<file path="src/rtl/master_port_pkg.sv">
// master_port_pkg
//   Shared definitions for the serial-bus master port: FSM state encodings,
//   and helper functions that derive field widths, chunk counts and the
//   chunk-counter width from the module parameters.
package master_port_pkg;

  typedef logic [2:0] state_t;

  localparam state_t S_IDLE  = 3'd0;
  localparam state_t S_LOAD  = 3'd1;
  localparam state_t S_REQ   = 3'd2;
  localparam state_t S_SADDR = 3'd3;
  localparam state_t S_WAIT  = 3'd4;
  localparam state_t S_ADDR  = 3'd5;
  localparam state_t S_WDATA = 3'd6;
  localparam state_t S_RDATA = 3'd7;

  // Width of the slave-device field (upper address bits).
  function automatic int sdw_f(input int addr_w, input int smw);
    return addr_w - smw;
  endfunction

  // Number of serial cycles needed to move a field of width w.
  function automatic int ch_f(input int w, input int lanes);
    return w / lanes;
  endfunction

  // One counter is shared by every phase, so it must index the longest one.
  function automatic int cntw_f(input int a, input int b, input int c);
    int m;
    m = a;
    if (b > m) m = b;
    if (c > m) m = c;
    return (m <= 1) ? 1 : $clog2(m);
  endfunction

endpackage

</file>
<file path="src/rtl/master_port_burst_wbuf.sv">
// master_wbuf
//   MAX_BURST x DATA_WIDTH write-data buffer. Filled sequentially while the
//   port collects write words; read randomly by beat index during transfer.
//   clk, rst : clock, asynchronous active-high reset (pointer only)
//   clr      : rewind the write pointer (new request accepted)
//   we/wdata : store one word at the write pointer and advance it
//   wptr     : current write pointer
//   rd_idx   : beat index to read; rdata is combinational
module master_wbuf
  import master_port_pkg::*;
#(
  parameter int DATA_WIDTH = 8,
  parameter int MAX_BURST  = 4,
  parameter int LENW       = 2
) (
  input  logic                  clk,
  input  logic                  rst,
  input  logic                  clr,
  input  logic                  we,
  input  logic [DATA_WIDTH-1:0] wdata,
  input  logic [LENW-1:0]       rd_idx,
  output logic [DATA_WIDTH-1:0] rdata,
  output logic [LENW-1:0]       wptr
);

  logic [DATA_WIDTH-1:0] mem [MAX_BURST];

  always_ff @(posedge clk or posedge rst) begin
    if (rst) begin
      wptr <= '0;
    end else if (clr) begin
      wptr <= '0;
    end else if (we) begin
      wptr <= wptr + LENW'(1);
    end
  end

  always_ff @(posedge clk) begin
    if (we) mem[wptr] <= wdata;
  end

  assign rdata = mem[rd_idx];

endmodule

</file>
<file path="src/rtl/master_port_burst.sv">
// master_port_burst
//   Serial-bus master port. Accepts single/burst read or write requests,
//   buffers write data, arbitrates for the bus and shifts each beat out as
//   device field, ack wait, memory field, then write data (or collects read
//   data). The bus is held for a whole burst; an ack timeout aborts it.
//   Request side : dvalid/dready, daddr, dmode, dlen, dwdata/dwvalid/dwready,
//                  drdata/drvalid, derr
//   Bus side     : mwdata, mrdata, mmode, mvalid, svalid, mbreq, mbgrant, ack
module master_port_burst
  import master_port_pkg::*;
#(
  parameter int ADDR_WIDTH           = 16,
  parameter int DATA_WIDTH           = 8,
  parameter int SLAVE_MEM_ADDR_WIDTH = 12,
  parameter int LANES                = 1,
  parameter int MAX_BURST            = 4,
  parameter int ACK_TIMEOUT          = 16,
  localparam int LENW = (MAX_BURST > 1) ? $clog2(MAX_BURST) : 1
) (
  input  logic                  clk,
  input  logic                  rst,
  input  logic                  dvalid,
  output logic                  dready,
  input  logic [ADDR_WIDTH-1:0] daddr,
  input  logic                  dmode,
  input  logic [LENW-1:0]       dlen,
  input  logic [DATA_WIDTH-1:0] dwdata,
  input  logic                  dwvalid,
  output logic                  dwready,
  output logic [DATA_WIDTH-1:0] drdata,
  output logic                  drvalid,
  output logic                  derr,
  output logic [LANES-1:0]      mwdata,
  input  logic [LANES-1:0]      mrdata,
  output logic                  mmode,
  output logic                  mvalid,
  input  logic                  svalid,
  output logic                  mbreq,
  input  logic                  mbgrant,
  input  logic                  ack
);

  localparam int SMW    = SLAVE_MEM_ADDR_WIDTH;
  localparam int SDW    = sdw_f(ADDR_WIDTH, SMW);
  localparam int SDW_CH = ch_f(SDW, LANES);
  localparam int SMW_CH = ch_f(SMW, LANES);
  localparam int DW_CH  = ch_f(DATA_WIDTH, LANES);
  localparam int CW     = cntw_f(SDW_CH, SMW_CH, DW_CH);
  localparam int TW     = $clog2(ACK_TIMEOUT) + 1;

  localparam logic [CW-1:0]   SDW_LAST = CW'(SDW_CH - 1);
  localparam logic [CW-1:0]   SMW_LAST = CW'(SMW_CH - 1);
  localparam logic [CW-1:0]   DW_LAST  = CW'(DW_CH - 1);
  localparam logic [TW-1:0]   T_LAST   = TW'(ACK_TIMEOUT - 1);
  localparam logic [LENW-1:0] LEN_MAX  = LENW'(MAX_BURST - 1);

  state_t                state;
  logic [ADDR_WIDTH-1:0] addr;
  logic                  mode;
  logic [LENW-1:0]       len, len_in, beat, wptr;
  logic [CW-1:0]         cnt;
  logic [TW-1:0]         tcnt;
  logic [DATA_WIDTH-1:0] rdreg, rd_next, wword;
  logic [SDW-1:0]        dev;
  logic [SMW-1:0]        memf;
  logic [LANES-1:0]      chunk_dev, chunk_mem, chunk_dat;
  logic                  hs, wr_hs, beat_done;
  int                    base;

  // dlen can only exceed the burst limit when MAX_BURST is not a power of two.
  generate
    if ((2 ** LENW) > MAX_BURST) begin : g_clamp
      assign len_in = (dlen > LEN_MAX) ? LEN_MAX : dlen;
    end else begin : g_noclamp
      assign len_in = dlen;
    end
  endgenerate

  assign dready  = (state == S_IDLE);
  assign dwready = (state == S_LOAD);
  assign mbreq   = (state != S_IDLE) && (state != S_LOAD);
  assign mmode   = mode;
  assign hs      = dvalid && dready;
  assign wr_hs   = dwvalid && dwready;

  assign dev       = addr[ADDR_WIDTH-1:SMW];
  assign memf      = addr[SMW-1:0];
  assign base      = int'(cnt) * LANES;
  assign chunk_dev = dev[base +: LANES];
  assign chunk_mem = memf[base +: LANES];
  assign chunk_dat = wword[base +: LANES];

  assign beat_done = ((state == S_WDATA) && (cnt == DW_LAST)) ||
                     ((state == S_RDATA) && svalid && (cnt == DW_LAST));

  always_comb begin
    rd_next = rdreg;
    rd_next[base +: LANES] = mrdata;
  end

  master_wbuf #(
    .DATA_WIDTH (DATA_WIDTH),
    .MAX_BURST  (MAX_BURST),
    .LENW       (LENW)
  ) u_wbuf (
    .clk    (clk),
    .rst    (rst),
    .clr    (hs),
    .we     (wr_hs),
    .wdata  (dwdata),
    .rd_idx (beat),
    .rdata  (wword),
    .wptr   (wptr)
  );

  always_ff @(posedge clk or posedge rst) begin
    if (rst) begin
      state   <= S_IDLE;
      mode    <= 1'b0;
      beat    <= '0;
      cnt     <= '0;
      tcnt    <= '0;
      mwdata  <= '0;
      mvalid  <= 1'b0;
      drdata  <= '0;
      drvalid <= 1'b0;
      derr    <= 1'b0;
    end else begin
      drvalid <= 1'b0;
      derr    <= 1'b0;
      mvalid  <= 1'b0;
      case (state)
        S_IDLE: begin
          if (hs) begin
            mode  <= dmode;
            beat  <= '0;
            cnt   <= '0;
            state <= dmode ? S_LOAD : S_REQ;
          end
        end
        S_LOAD: begin
          if (wr_hs && (wptr == len)) state <= S_REQ;
        end
        S_REQ: begin
          if (mbgrant) begin
            cnt   <= '0;
            state <= S_SADDR;
          end
        end
        S_SADDR: begin
          mvalid <= 1'b1;
          mwdata <= chunk_dev;
          if (cnt == SDW_LAST) begin
            cnt   <= '0;
            tcnt  <= '0;
            state <= S_WAIT;
          end else begin
            cnt <= cnt + CW'(1);
          end
        end
        S_WAIT: begin
          // ack wins over an expiry in the same cycle.
          if (ack) begin
            state <= S_ADDR;
          end else if (tcnt == T_LAST) begin
            derr  <= 1'b1;
            state <= S_IDLE;
          end else begin
            tcnt <= tcnt + TW'(1);
          end
        end
        S_ADDR: begin
          mvalid <= 1'b1;
          mwdata <= chunk_mem;
          if (cnt == SMW_LAST) begin
            cnt   <= '0;
            state <= mode ? S_WDATA : S_RDATA;
          end else begin
            cnt <= cnt + CW'(1);
          end
        end
        S_WDATA: begin
          mvalid <= 1'b1;
          mwdata <= chunk_dat;
          if (cnt != DW_LAST) cnt <= cnt + CW'(1);
        end
        S_RDATA: begin
          if (svalid) begin
            if (cnt == DW_LAST) begin
              drdata  <= rd_next;
              drvalid <= 1'b1;
            end else begin
              cnt <= cnt + CW'(1);
            end
          end
        end
        default: state <= S_IDLE;
      endcase

      // Next beat goes straight back to SADDR; the bus stays granted.
      if (beat_done) begin
        cnt <= '0;
        if (beat == len) begin
          state <= S_IDLE;
        end else begin
          beat  <= beat + LENW'(1);
          state <= S_SADDR;
        end
      end
    end
  end

  // Captured request fields and the read shift register carry no reset.
  always_ff @(posedge clk) begin
    if (hs) begin
      addr <= daddr;
      len  <= len_in;
    end else if (beat_done && (beat != len)) begin
      addr[SMW-1:0] <= addr[SMW-1:0] + SMW'(1);
    end
    if ((state == S_RDATA) && svalid) rdreg <= rd_next;
  end

endmodule

</file>
<file path="config.mk">
export PLATFORM = sky130hd
export DESIGN_NAME = master_port_burst
export DESIGN_NICKNAME = d
export VERILOG_FILES = /design/src/rtl/master_port_pkg.sv /design/src/rtl/master_port_burst_wbuf.sv /design/src/rtl/master_port_burst.sv
export SDC_FILE = /design/constraint.sdc
export NUM_CORES = 1
export LEC_CHECK = 0
export CELL_PAD_IN_SITES_DETAIL_PLACEMENT = 1
export CELL_PAD_IN_SITES_GLOBAL_PLACEMENT = 2
export CORE_MARGIN = 5
export CORE_UTILIZATION = 35
export DETAILED_ROUTE_END_ITERATION = 10
export MAX_ROUTING_LAYER = met4
export PLACE_DENSITY = 0.8
export SYNTH_ARGS = -nofsm -noshare
export SYNTH_HDL_FRONTEND = slang
export SYNTH_SLANG_ARGS = --single-unit
</file>
<file path="constraint.sdc">
create_clock -name clk -period 3.4 [get_ports clk]
set_input_delay 0.34 -clock clk [delete_from_list [all_inputs] [get_ports clk]]
set_output_delay 0.34 -clock clk [all_outputs]
set_load 0.05 [all_outputs]
</file>
==> reports/metrics.cfg <==
[outcome]
status = complete, no violations

[synthesis]
synthCells = 360
asyncSetResetFlopFracSynth = 0.333
seq_area_frac_synth = 0.559
netlist_area_mm2 = 0.00442
synth_top_area_share = 0.394
netlist-cell-type-count = 56
postSynthAreaPerCell_um2 = 12.3
synth_top_flop_cell = edfxtp_1
ys_top_cells_by_area = edfxtp_1, dfrtp_1, mux2_2, mux4_2, ha_1
yosysTopAreaCell = edfxtp_1
synth-edff-count = 58
synth-seq-cells = 87
synth_nets = 405
yosysWarnings = 0

[setup_path]
worstSetupEndpoint = drdata[3]
r2r_end = drdata[3]
cpMaxStageDelayCell = dfrtp_1
cpMostUsedCell = mux2_2
endpoint_kind = register
crit_path_cell_trace = clkinv_1 > ha_1 > xnor2_1 > or4b_1 > nor2_1 > mux2_2 > mux2_2
cp_max_fo = 12
critPathKind = register to register
r2r-start = cnt[0]
worstSetupStartpointType = register
cp_data_required_time_ns = 3.63
cp_slowest_stage_delay_ns = 0.66
r2r_slack_ns = 0.61
worstRegToRegCells = 7
cp-startpoint = cnt[0]
worstPathArrival_ns = 3.02

[global_routing]
grt_pass1_wl_mm = 17.7
track_usage = 0.158
grt_max_degree = 30
grt_pass1_vias = 3417
grt_overflow_total = 0
grt_antenna_before_repair = 0

[drt]
vias_per_cell = 5.17
num_vias = 3045
dr.pass1.iters = 4
wl_per_cell_um = 17.8
drcViolationCount = 0
wl_mm = 10.5
postRouteAntennaNets = 0
dr.first_iter.drc_count = 163

[die]
die_w_um = 122
row_count = 41
fp.dieArea_mm2 = 0.0150
start_util = 0.353
die_h_um = 122
core_area_mm2 = 0.0125
ios = 51

[pwr]
peakVddDrop_uv = 262
cellPowerDensity_mw_per_mm2 = 614
internal-power_mw = 2.17
switchingPower_mw = 1.13
p_leak_nw = 1.91
pwr-share-seq = 0.422
power_frac_clock = 0.279
comb_power_share = 0.299
swShare = 0.342

[place]
place_hpwl_mm = 7.69
io_buffers = 50
gp_congestion = 0.828
pre_cts_slack_ns = 0.645

[timing]
setup_viol = 0
period_minus_slack_ns = 2.79
fin_ws_ns = 0.613
period_share = 0.820
rsz0062_at_grt = no
fmax_ghz = 0.359
worst_pin_slew_ns = 0.845
report.final.slew_viol_count = 0
totalNegativeSetupSlack_ns = 0
fin_worst_skew_ns = 0.00663
finalHoldViolations = 0
slew_headroom = 0.432

[run]
maxCapViolations = 0

[cts]
clk_latency_ns = 0.35
tritoncts = done
cts_resized = 0
cts-hold-fix-buffers = 0
post_cts_buffers = 0
clock_sinks = 87
clkTransAtPathRegs_ns = 0.07
numCtsBuffers = 9
cts-htree-levels = 3
cts_buffer_depth = 2
cts-root-buf = clkbuf_16

[final_layout]
layout_common_cells = edfxtp_1, clkdlybuf4s50_1, nand2_1
antenna_cells = 0
drive_above_1_share = 0.137
syn2layout_area_growth_pct = 21.5
num-nets-final = 457
fill_cells = 1346
layout_commonest_cell = edfxtp_1

[worst_hold_path]
hold_path_class = input port to async pin

state kept, by name (all words and copies together) (netlist names):
name	flops
u_wbuf.mem	32
addr	16
drdata	8
rdreg	8
tcnt	5
cnt	4
state	3
beat	2
len	2
u_wbuf.wptr	2
derr	1
drvalid	1
mmode	1
mvalid	1
mwdata	1
per-layer routing:
metal / wire [um] / track usage
met2: 5300 / 0.259
met1: 4730 / 0.194
met3: 233 / 0.0253
met4: 247 / 0.0693
met5: 0 / -
cells in the mapped netlist (2+ instances only):
| library cell | n |
|---|---|
| and3_1 | 6 |
| and3b_1 | 2 |
| o21ai_0 | 21 |
| or4b_1 | 2 |
| buf_2 | 4 |
| or4_1 | 2 |
| a2111oi_0 | 3 |
| nor2_1 | 20 |
| nand3_1 | 13 |
| ha_1 | 10 |
| edfxtp_1 | 58 |
| nor2b_1 | 8 |
| a21oi_1 | 12 |
| mux2_2 | 20 |
| nand2b_1 | 5 |
| nand3b_1 | 3 |
| dfrtp_1 | 29 |
| a31oi_1 | 3 |
| and2_1 | 2 |
| nor3_1 | 7 |
| a22oi_1 | 3 |
| mux4_2 | 7 |
| inv_1 | 10 |
| nand2_1 | 32 |
| nand4_1 | 8 |
| xor2_1 | 6 |
| xnor2_1 | 11 |
| clkbuf_1 | 5 |
| a221oi_1 | 2 |
| buf_4 | 5 |
| nor3b_1 | 3 |
| o31ai_1 | 4 |
| mux2i_1 | 11 |
metrics by stage:
stage / cells / utilization / hold WS (ns) / cell area (um2) / power [mW]
floorplan: 360 / - / 0.410 / 4420 / 2.09
global placement: 573 / 0.407 / 0.460 / 5090 / 2.38
detailed placement: 573 / 0.407 / 0.486 / 5090 / 2.41
CTS: 589 / 0.429 / 0.407 / 5370 / 3.34
global route: 589 / 0.429 / 0.439 / 5370 / 3.49
finish: 589 / 0.429 / 0.393 / 5370 / 3.30
cells by family after synthesis:
logic type / synth area share
fa+ha+maj: 0.0283
simple gates: 0.154
flops: 0.559
xor+xnor: 0.0337
buf+inv: 0.0300
mux: 0.112
compound gates: 0.0839
worst min-delay path by stage:
stage,slack (ns),cells after the start,startpoint,to
4_1_cts,0.41,3,rst,tcnt[4]
3_5_place_dp,0.49,2,tcnt[4],tcnt[4]
5_1_grt,0.44,3,rst,drvalid
2_1_floorplan,0.41,1,ack,derr
3_3_place_gp,0.46,2,tcnt[4],tcnt[4]
6_report,0.39,3,rst,tcnt[4]
cell type report:
class | instances | area, um2 | share of cell area
multi-input cells | 246 | 1820 | 0.338
repair buffers | 57 | 553 | 0.103
inverters | 11 | 41.3 | 0.00769
flip-flops and latches | 87 | 2470 | 0.460
clock buffers | 10 | 229 | 0.0427
well taps | 172 | 215 | 0.0401
clock inverters | 6 | 45.0 | 0.00839
power groups by stage:
stage / sequential, mW / combinational [mW] / clock [mW]
6_report: 1.39 / 0.985 / 0.918
4_1_cts: 1.40 / 1.00 / 0.943
2_1_floorplan: 1.41 / 0.678 / 0
3_3_place_gp: 1.41 / 0.968 / 0
3_5_place_dp: 1.42 / 0.995 / 0
5_1_grt: 1.41 / 1.09 / 0.984
worst max-delay path: cells and delay by family, from the launching register on:
kind | cells | cell delay, ns
DFF | 1 | 0.66
and+or+nand+nor | 2 | 0.64
muxes | 2 | 0.61
xor gates and xnor gates | 1 | 0.30
adders and majority gates | 1 | 0.27
buffers and inverters | 1 | 0.18
(Power assumes the default switching activity.)
